`config.mk`:
```
export PLATFORM = sky130hd
export DESIGN_NAME = score_accumulator_flat
export DESIGN_NICKNAME = d
export VERILOG_FILES = /design/src/rtl/score_accumulator_if.sv /design/src/rtl/score_accumulator.sv /design/src/flat_wrapper.sv
export SDC_FILE = /design/constraint.sdc
export NUM_CORES = 1
export LEC_CHECK = 0
export CELL_PAD_IN_SITES_DETAIL_PLACEMENT = 0
export CELL_PAD_IN_SITES_GLOBAL_PLACEMENT = 1
export CORE_MARGIN = 2
export CORE_UTILIZATION = 39
export DETAILED_ROUTE_END_ITERATION = 8
export HOLD_SLACK_MARGIN = 0.12
export PLACE_DENSITY_LB_ADDON = 0.1
export REMOVE_ABC_BUFFERS = 1
export SLEW_MARGIN = 20
export SYNTH_ARGS = -nofsm -noshare
export SYNTH_HDL_FRONTEND = slang
export SYNTH_SLANG_ARGS = --single-unit
```
`constraint.sdc`:
```
create_clock -name CLK -period 9.2 [get_ports CLK]
set_input_delay 0.92 -clock CLK [delete_from_list [all_inputs] [get_ports CLK]]
set_output_delay 0.92 -clock CLK [all_outputs]
set_load 0.1 [all_outputs]
```
`src/rtl/score_accumulator_if.sv`:
```
// Hit/round control inputs and score outputs of the score accumulator.
// master: game logic side; slave: score_accumulator.
interface score_accumulator_if;
  logic        GAME_START;
  logic        GAME_END;
  logic        HIT_VALID;
  logic [1:0]  HIT_GRADE;
  logic [31:0] BINARY_SCORE;
  logic [31:0] SCORE_TOTAL;
  logic [31:0] HIGH_SCORE;
  logic [9:0]  COMBO;
  logic [2:0]  MULT;
  logic        NEW_HIGH;
  logic        BUSY;
  logic [1:0]  STATE;

  modport master (
    output GAME_START, GAME_END,
    output HIT_VALID, HIT_GRADE,
    input  BINARY_SCORE, SCORE_TOTAL,
    input  HIGH_SCORE, COMBO, MULT,
    input  NEW_HIGH, BUSY, STATE
  );

  modport slave (
    input  GAME_START, GAME_END,
    input  HIT_VALID, HIT_GRADE,
    output BINARY_SCORE, SCORE_TOTAL,
    output HIGH_SCORE, COMBO, MULT,
    output NEW_HIGH, BUSY, STATE
  );
endinterface

```
`src/rtl/score_accumulator.sv`:
```
// Combo/multiplier scoring with saturating total, ramped display value
// and session high score. Ports: CLK, RST (sync, active-low), bus.
module score_accumulator #(
  parameter int unsigned PTS_GOOD    = 100,
  parameter int unsigned PTS_GREAT   = 200,
  parameter int unsigned PTS_PERFECT = 300,
  parameter int unsigned COMBO_STEP  = 10,
  parameter int unsigned MAX_MULT    = 4,
  parameter int unsigned SCORE_MAX   = 99999999,
  parameter int unsigned COMBO_MAX   = 999,
  parameter int unsigned RAMP_DIV    = 1000,
  parameter int unsigned RAMP_STEP   = 50
) (
  input logic CLK,
  input logic RST,
  score_accumulator_if.slave bus
);

  localparam int PW =
    (RAMP_DIV > 1) ? $clog2(RAMP_DIV) : 1;

  typedef enum logic [1:0] {
    IDLE  = 2'd0,
    PLAY  = 2'd1,
    TALLY = 2'd2,
    DONE  = 2'd3
  } state_t;

  state_t        state_q;
  logic [31:0]   score_q;
  logic [31:0]   bin_q;
  logic [31:0]   high_q;
  logic [9:0]    combo_q;
  logic          new_high_q;
  logic [PW-1:0] presc_q;

  logic [31:0] mult_raw;
  logic [2:0]  mult;
  logic [31:0] base;
  logic [31:0] add;
  logic [32:0] sum;
  logic [31:0] sat;
  logic [9:0]  combo_inc;
  logic        tick;
  logic [31:0] diff;
  logic [31:0] inc;

  always_comb begin
    mult_raw = 32'(combo_q) / COMBO_STEP + 32'd1;
    mult = (mult_raw > MAX_MULT) ?
      3'(MAX_MULT) : mult_raw[2:0];
  end

  always_comb begin
    base = 32'd0;
    unique case (bus.HIT_GRADE)
      2'd1:    base = PTS_GOOD;
      2'd2:    base = PTS_GREAT;
      2'd3:    base = PTS_PERFECT;
      default: base = 32'd0;
    endcase
  end

  // 33-bit sum so a large add can never wrap past the ceiling
  always_comb begin
    add = base * {29'd0, mult};
    sum = {1'b0, score_q} + {1'b0, add};
    sat = (sum > 33'(SCORE_MAX)) ?
      SCORE_MAX : sum[31:0];
    combo_inc = (32'(combo_q) >= COMBO_MAX) ?
      combo_q : combo_q + 10'd1;
  end

  always_comb begin
    tick = (presc_q == PW'(RAMP_DIV - 1));
    diff = score_q - bin_q;
    inc  = (diff > RAMP_STEP) ? RAMP_STEP : diff;
  end

  always_ff @(posedge CLK) begin
    if (!RST) begin
      state_q    <= IDLE;
      score_q    <= '0;
      bin_q      <= '0;
      high_q     <= '0;
      combo_q    <= '0;
      new_high_q <= 1'b0;
      presc_q    <= '0;
    end else if (bus.GAME_START) begin
      state_q    <= PLAY;
      score_q    <= '0;
      bin_q      <= '0;
      combo_q    <= '0;
      new_high_q <= 1'b0;
      presc_q    <= '0;
    end else begin
      presc_q <= tick ? '0 : presc_q + PW'(1);
      // display only ever chases the total from below
      if (tick && (bin_q < score_q))
        bin_q <= bin_q + inc;
      unique case (state_q)
        IDLE: ;
        PLAY: begin
          if (bus.HIT_VALID) begin
            if (bus.HIT_GRADE == 2'd0) begin
              combo_q <= '0;
            end else begin
              score_q <= sat;
              combo_q <= combo_inc;
            end
          end
          if (bus.GAME_END)
            state_q <= TALLY;
        end
        TALLY: begin
          if (bin_q == score_q) begin
            new_high_q <= (score_q > high_q);
            if (score_q > high_q)
              high_q <= score_q;
            state_q <= DONE;
          end
        end
        DONE: ;
        default: state_q <= IDLE;
      endcase
    end
  end

  assign bus.BINARY_SCORE = bin_q;
  assign bus.SCORE_TOTAL  = score_q;
  assign bus.HIGH_SCORE   = high_q;
  assign bus.COMBO        = combo_q;
  assign bus.MULT         = mult;
  assign bus.NEW_HIGH     = new_high_q;
  assign bus.BUSY         = (bin_q != score_q);
  assign bus.STATE        = state_q;

endmodule

```
`src/flat_wrapper.sv`:
```
// flat-port wrapper written by rule: the top's interface ports become plain ports
module score_accumulator_flat 
#(
  parameter int unsigned PTS_GOOD    = 100,
  parameter int unsigned PTS_GREAT   = 200,
  parameter int unsigned PTS_PERFECT = 300,
  parameter int unsigned COMBO_STEP  = 10,
  parameter int unsigned MAX_MULT    = 4,
  parameter int unsigned SCORE_MAX   = 99999999,
  parameter int unsigned COMBO_MAX   = 999,
  parameter int unsigned RAMP_DIV    = 1000,
  parameter int unsigned RAMP_STEP   = 50
)
  (CLK, RST, bus_GAME_START, bus_GAME_END, bus_HIT_VALID, bus_HIT_GRADE, bus_BINARY_SCORE, bus_SCORE_TOTAL, bus_HIGH_SCORE, bus_COMBO, bus_MULT, bus_NEW_HIGH, bus_BUSY, bus_STATE);
  score_accumulator_if bus_i ();
  input logic CLK;
  input logic RST;
  input wire logic [$bits(bus_i.GAME_START)-1:0] bus_GAME_START;
  input wire logic [$bits(bus_i.GAME_END)-1:0] bus_GAME_END;
  input wire logic [$bits(bus_i.HIT_VALID)-1:0] bus_HIT_VALID;
  input wire logic [$bits(bus_i.HIT_GRADE)-1:0] bus_HIT_GRADE;
  output wire logic [$bits(bus_i.BINARY_SCORE)-1:0] bus_BINARY_SCORE;
  output wire logic [$bits(bus_i.SCORE_TOTAL)-1:0] bus_SCORE_TOTAL;
  output wire logic [$bits(bus_i.HIGH_SCORE)-1:0] bus_HIGH_SCORE;
  output wire logic [$bits(bus_i.COMBO)-1:0] bus_COMBO;
  output wire logic [$bits(bus_i.MULT)-1:0] bus_MULT;
  output wire logic [$bits(bus_i.NEW_HIGH)-1:0] bus_NEW_HIGH;
  output wire logic [$bits(bus_i.BUSY)-1:0] bus_BUSY;
  output wire logic [$bits(bus_i.STATE)-1:0] bus_STATE;
  assign bus_i.GAME_START = bus_GAME_START;
  assign bus_i.GAME_END = bus_GAME_END;
  assign bus_i.HIT_VALID = bus_HIT_VALID;
  assign bus_i.HIT_GRADE = bus_HIT_GRADE;
  assign bus_BINARY_SCORE = bus_i.BINARY_SCORE;
  assign bus_SCORE_TOTAL = bus_i.SCORE_TOTAL;
  assign bus_HIGH_SCORE = bus_i.HIGH_SCORE;
  assign bus_COMBO = bus_i.COMBO;
  assign bus_MULT = bus_i.MULT;
  assign bus_NEW_HIGH = bus_i.NEW_HIGH;
  assign bus_BUSY = bus_i.BUSY;
  assign bus_STATE = bus_i.STATE;
  score_accumulator #(.PTS_GOOD(PTS_GOOD), .PTS_GREAT(PTS_GREAT), .PTS_PERFECT(PTS_PERFECT), .COMBO_STEP(COMBO_STEP), .MAX_MULT(MAX_MULT), .SCORE_MAX(SCORE_MAX), .COMBO_MAX(COMBO_MAX), .RAMP_DIV(RAMP_DIV), .RAMP_STEP(RAMP_STEP)) u_core (.CLK(CLK), .RST(RST), .bus(bus_i));
endmodule
```
==> results of run 1 <==
## synthesized netlist by cell type, types with 28 or more instances
cell | number | area [um2]
nand3_1 | 54 | 270
ha_1 | 128 | 1600
a21oi_1 | 130 | 651
xnor2_1 | 42 | 368
a21o_1 | 34 | 255
xor2_1 | 28 | 245
nor2b_1 | 52 | 325
o21ai_0 | 93 | 465
dfxtp_1 | 117 | 2340
nor2_1 | 110 | 413
nand2_1 | 115 | 432
mux2i_1 | 44 | 440
inv_1 | 123 | 462
clkbuf_1 | 46 | 173
nor3_1 | 35 | 175
## per-stage QoR
stage,cell area [um2],setup WS (ns)
6_report,16000,0.157
5_1_grt,16000,-0.224
4_1_cts,15300,0.00897
3_5_place_dp,14500,-0.541
3_3_place_gp,14500,-0.424
2_1_floorplan,11700,-4.49
## repair_timing
action | 4_1_cts | 5_1_grt
endpoints found under the setup margin | 26 | 26
resized for setup | 39 | 117
buffers inserted | 11 | 17
pin swaps | 20 | 69
## layout make-up
type	instances	area (um2)
flip-flops and latches	117	2350
multi-input cells	1278	9520
fillers	2902	13800
well taps	390	488
inverters	126	473
repair buffers	297	2590
clock buffers	24	482
clock inverters	7	97.6
## registers in the layout, summed over array words and instances (netlist names), named ones only
name	cells
u_core.bus.COMBO	10
u_core.presc_q	10
u_core.bus.BINARY_SCORE	31
u_core.bus.HIGH_SCORE	31
u_core.bus.SCORE_TOTAL	31
u_core.bus.NEW_HIGH	1
u_core.bus.STATE	2
## power by group through the flow
stage | logic (W) | clock network (W) | registers [W]
floorplan | 0.0000913 | 0 | 0.000530
global placement | 0.000146 | 0 | 0.000523
detailed placement | 0.000146 | 0 | 0.000523
CTS | 0.000148 | 0.000695 | 0.000512
global route | 0.000168 | 0.000719 | 0.000512
finish | 0.000152 | 0.000683 | 0.000512
## per-layer routing
layer	wire length (um)	vias up	GRT usage
met5	13	-	0
met2	18300	265	0.396
li1	-	6204	-
met4	839	2	0.0633
met1	19000	5919	0.335
met3	1620	52	0.0384
## path summary, 6_finish.rpt
| kind | slack (ns) | from | to |
|---|---|---|---|
| hold / removal | 0.45 | u_core.presc_q[0] | u_core.presc_q[0] |
| setup reg to reg | 0.16 | u_core.bus.COMBO[8] | u_core.bus.SCORE_TOTAL[15] |
| setup / recovery | 0.16 | u_core.bus.COMBO[8] | u_core.bus.SCORE_TOTAL[15] |
| hold reg to reg | 0.45 | u_core.presc_q[0] | u_core.presc_q[0] |
## cell families after synthesis
kind of cell,after synthesis
xor gates and xnor gates,70
buffers and inverters,193
and+or+nand+nor,539
adders and majority gates,136
muxes,45
AOI/OAI and AO/OA,463
other,1
DFF,117
## critical path, delay by kind of cell (launching register included)
family | cells | cell delay (ns)
buffers and inverters | 10 | 1.22
AOI/OAI and AO/OA | 18 | 3.43
DFF | 1 | 0.33
adders and majority gates | 5 | 1.48
xor gates and xnor gates | 1 | 0.07
and+or+nand+nor | 12 | 2.40
==> out/results.ini, run 1 <==
[grt]
grt_max_degree = 54
grt_pass1_vias = 11500
grt_use_total = 0.244
grt_pass1_wl_um = 61100
overflow = 0
antenna_found_initial = 2

[detailed_routing]
wire_per_inst_um = 17.8
vias = 12400
first_pass_iters = 8
wl_um = 39800
route.detailed.drc = 0
avgViaCountPerCell = 5.56
drt_iter0_markers = 795
drtAntennaViolNets = 0

[worst_setup_path]
startpoint_type = flip-flop
cp.required_ns = 9.52
slowest_delay_ns = 0.53
critPathMaxFanout = 6
cp.arrival_ns = 9.36
critical-path-slowest-cell = or4_4
crit_path_frequent_cell = buf_6
crit_type = reg2reg
cp-end-kind = flip-flop
worst_r2r_path_depth = 46

[final_layout]
final_common_cell = buf_4
n_antenna_cell = 0
finalNonFillerCells = 2239
layout_common_cells = buf_4 (160), inv_1 (119), ha_1 (119), clkdlybuf4s50_1 (119), a21oi_1 (115)
nNetsFinal = 1978
drive_gt1_frac = 0.192
fin_util = 0.537
synthToLayoutAreaGrowth_pct = 34.9

[floorplanning]
io_pins = 120
die_area_mm2 = 0.0318
fp.dieH_um = 178
initial_utilization = 0.398
num_rows = 63
die_w_um = 178
core_area_mm2 = 0.0298

[sta]
fmax_ghz = 0.111
setup_violations = 0
hold_viol = 0
tns_ns = 0
slew_violations = 0
relSlewSlack = 0.327
hold_slack_ns = 0.452
rsz0062_at_grt = true
timing.clock.skew_ns = 0.0150
min_period_ns = 9.04
fin_crit_sh = 0.983
worstMarginPinSlew_ns = 1.01

[clock_network]
cts_buffers = 17
clock_latency_ns = 0.43
cts_buffer_depth = 2
cts_tree = done
cts-root-buf = clkbuf_16
postCtsHoldBufs = 0
clock_sinks = 117
clkSlewWorstSetupHoldPaths_ns = 0.06
h-tree-depth = 4

[pwr]
clock_power_share = 0.507
p_int_w = 0.000986
power_w = 0.00135
p_per_area_mw_per_mm2 = 84.2
p_leak_nw = 6.61
ir_drop_uv = 141
switching_share = 0.268
share_comb_of_total_power = 0.113
seq_power_share = 0.380
p_sw_w = 0.000361

[yosys]
synth_edf_count = 0
synth_top_family_by_area = compound AO/OA/AOI/OAI gates
synth-seq-cells = 117
synthSimpleGateAreaFrac = 0.236
syn-mean-instance-area_um2 = 7.58
synth_area_mm2 = 0.0119
synth_mux_area_frac = 0.0381
synthAdderAreaFrac = 0.147
synth_compound_area_frac = 0.265
yosysWarnings = 0
synth_ff_type = dfxtp_1
synth_cells = 1564
yosysSeqAreaShare = 0.198
synth-xor-area-share = 0.0517
synth_cell_types = 105
async_flop_share = 0

[run]
drv_cap = 0

[hold_path]
hp-class = reg2reg
min_path_cells = 1

[outcome]
status = finished clean

[placement]
gp_congestion = 0.900
io_buffers = 119
placed_cells = 2181
dp_hpwl_um = 29600

Note: power is estimated with default switching activity, not from simulation.
==> inputs of run 2 (changes only) <==
--- a/config.mk
+++ b/config.mk
@@ -8,9 +8,9 @@
 export CELL_PAD_IN_SITES_DETAIL_PLACEMENT = 0
 export CELL_PAD_IN_SITES_GLOBAL_PLACEMENT = 1
 export CORE_MARGIN = 2
-export CORE_UTILIZATION = 39
+export CORE_UTILIZATION = 44
 export DETAILED_ROUTE_END_ITERATION = 8
-export HOLD_SLACK_MARGIN = 0.12
+export HOLD_SLACK_MARGIN = 0.05
 export PLACE_DENSITY_LB_ADDON = 0.1
 export REMOVE_ABC_BUFFERS = 1
 export SLEW_MARGIN = 20
==> constraint.sdc (replaced) <==
create_clock -name CLK -period 9.6 [get_ports CLK]
set_input_delay 0.96 -clock CLK [delete_from_list [all_inputs] [get_ports CLK]]
set_output_delay 0.96 -clock CLK [all_outputs]
set_load 0.1 [all_outputs]
==> run 2 against run 1 <==
Sequential power down 4.3%; cell count decreased by 5.0%; routed wire length down 6.3%; sequential share of layout area grew 0.89 points; register-to-register slack gained 0.19 ns; worst setup slack improved by 0.19 ns; hold slack improved by 0.0013 ns; final area shrank 5.8%; via count down 2.9%; die area down 11%; largest power group unchanged.
==> out/results.ini, run 2 (synthesis gave the netlist of run 1 again) <==
[final_layout]
synthToLayoutAreaGrowth_pct = 27.1  ; was 34.9%
design_area_mm2 = 0.0151  ; was 0.0160 mm2
nNetsFinal = 1915  ; was 1978
final_common_cell = ha_1  ; was buf_4
finalNonFillerCells = 2128  ; was 2239
layout_common_cells = ha_1 (124), inv_1 (123), a21oi_1 (121), clkdlybuf4s50_1 (119), dfxtp_1 (116)  ; was buf_4 (160), inv_1 (119), ha_1 (119), clkdlybuf4s50_1 (119), a21oi_1 (115)
n_antenna_cell = 0  ; unchanged
drive_gt1_frac = 0.136  ; was 0.192

[worst_setup_path]
critical-path-slowest-cell = or4_4  ; unchanged
crit_path_frequent_cell = buf_4  ; was buf_6
cp.required_ns = 9.98  ; was 9.52 ns
ff2ff_setup_slack_ns = 0.35  ; was 0.16 ns
critPathMaxFanout = 13  ; was 6
worst_r2r_path_depth = 47  ; was 46
crit_type = reg2reg  ; unchanged
slowest_delay_ns = 0.49  ; was 0.53 ns
cp.arrival_ns = 9.63  ; was 9.36 ns
startpoint_type = flip-flop  ; unchanged
setup.worst_path.start = u_core.bus.COMBO[7]  ; was u_core.bus.COMBO[8]
reg2reg_from = u_core.bus.COMBO[7]  ; was u_core.bus.COMBO[8]
endpoint = u_core.bus.SCORE_TOTAL[13]  ; was u_core.bus.SCORE_TOTAL[15]
regToRegEndpoint = u_core.bus.SCORE_TOTAL[13]  ; was u_core.bus.SCORE_TOTAL[15]
cp-end-kind = flip-flop  ; unchanged

[placement]
io_buffers = 119  ; unchanged
dp_hpwl_um = 28000  ; was 29600 um
postPlaceCellArea_mm2 = 0.0141  ; was 0.0145 mm2
gp_congestion = 0.929  ; was 0.900
placed_cells = 2085  ; was 2181

[floorplanning]
die_w_um = 168  ; was 178 um
fp.dieH_um = 168  ; was 178 um
io_pins = 120  ; unchanged
initial_utilization = 0.444  ; was 0.398
core_area_mm2 = 0.0267  ; was 0.0298 mm2
num_rows = 60  ; was 63
die_area_mm2 = 0.0283  ; was 0.0318 mm2

[run]
drv_cap = 0  ; unchanged

[grt]
grt_busiest_layer = met2  ; unchanged
grt_pass1_wl_um = 59200  ; was 61100 um
grt_use_total = 0.258  ; was 0.244
grtUsageMet3 = 0.0287  ; was 0.0384
grt_use_met1 = 0.368  ; was 0.335
antenna_found_initial = 0  ; was 2
grt_pass1_vias = 11200  ; was 11500
grt_util_met2 = 0.420  ; was 0.396
overflow = 0  ; unchanged
grt_max_degree = 54  ; unchanged

[detailed_routing]
drt_iter0_markers = 820  ; was 795
wl_um = 37300  ; was 39800 um
route.detailed.drc = 0  ; unchanged
avgViaCountPerCell = 5.67  ; was 5.56
first_pass_iters = 5  ; was 8
wire_per_inst_um = 17.5  ; was 17.8 um
vias = 12100  ; was 12400
drtAntennaViolNets = 0  ; unchanged

[pwr]
p_per_area_mw_per_mm2 = 84.5  ; was 84.2 mW/mm2
p_leak_nw = 6.19  ; was 6.61 nW
ir_drop_uv = 79.6  ; was 141 uV

[clock_network]
cts_tree = done  ; unchanged
cts_buffers = 17  ; unchanged
postCtsHoldBufs = 0  ; unchanged
cts_buffer_depth = 2  ; unchanged
clock_latency_ns = 0.44  ; was 0.43 ns
h-tree-depth = 4  ; unchanged
cts-root-buf = clkbuf_16  ; unchanged
clkSlewWorstSetupHoldPaths_ns = 0.07  ; was 0.06 ns
clock_sinks = 117  ; unchanged

[hold_path]
hp-class = reg2reg  ; unchanged
min_path_cells = 1  ; unchanged

[sta]
worstMarginPinSlew_ns = 1.01  ; about the same
relSlewSlack = 0.326  ; was 0.327
slew_violations = 0  ; unchanged
setup_violations = 0  ; unchanged
fmax_ghz = 0.108  ; was 0.111 GHz
hold_viol = 0  ; unchanged
fin_crit_sh = 0.964  ; was 0.983
timing.clock.skew_ns = 0.0176  ; was 0.0150 ns
min_period_ns = 9.25  ; was 9.04 ns

[outcome]
status = finished clean  ; unchanged

## run 2: where the power goes
part           total (W)  leakage, nW  switching, W  internal [W]
sequential      0.000490        0.943    0.00000317      0.000487
clock           0.000642        0.282      0.000296      0.000347
combinational   0.000141         4.96     0.0000882     0.0000526
total            0.00127         6.19      0.000387      0.000886
## run 2: timing repair
item	in CTS	in global routing
setup endpoints to repair	20	26
pin swaps	2	37
gates resized for setup	5	57
buffers inserted	0	11
## run 2: how the worst min path moves through the flow
stage | from | to | slack, ns
6_report | u_core.presc_q[0] | u_core.presc_q[0] | 0.45
5_1_grt | u_core.presc_q[0] | u_core.presc_q[0] | 0.50
4_1_cts | u_core.presc_q[0] | u_core.presc_q[0] | 0.46
3_5_place_dp | u_core.presc_q[0] | u_core.presc_q[0] | 0.44
3_3_place_gp | u_core.presc_q[0] | u_core.presc_q[0] | 0.43
2_1_floorplan | u_core.presc_q[0] | u_core.presc_q[0] | 0.42
## run 2: per-stage QoR
stage	hold slack, ns	power, W	worst slack [ns]	utilization	TNS, ns
global route	0.505	0.00131	-0.126	0.564	-0.829
finish	0.454	0.00127	0.349	0.564	0
CTS	0.461	0.00128	0.00914	0.550	0
floorplan	0.418	0.000595	-4.09	-	-96.24
detailed placement	0.443	0.000638	-0.137	0.528	-0.672
global placement	0.432	0.000637	0.130	0.527	0
## run 2: final cells by class
| cell class | count | area, um2 |
|---|---|---|
| Clock buffer | 17 | 425 |
| Clock inverter | 15 | 150 |
| Fill cell | 2555 | 11700 |
| Inverter | 126 | 473 |
| Multi-Input combinational cell | 1278 | 9160 |
| Sequential cell | 117 | 2340 |
| Tap cell | 341 | 427 |
| Timing Repair Buffer | 234 | 2090 |
## run 2: worst max-delay path, delay by kind of cell, from the launching register on
family / cells / cell delay [ns]
AOI/OAI and AO/OA: 19 / 3.54
and+or+nand+nor: 9 / 1.96
adders and majority gates: 6 / 1.62
buffers and inverters: 11 / 1.44
DFF: 1 / 0.32
muxes: 1 / 0.25
xor gates and xnor gates: 1 / 0.11
## run 2: per-layer routing
layer,vias to the layer above,share of wire
met3,28,0.048
li1,6082,-
met1,5651,0.48
met4,0,0.011
met5,-,0
met2,315,0.46
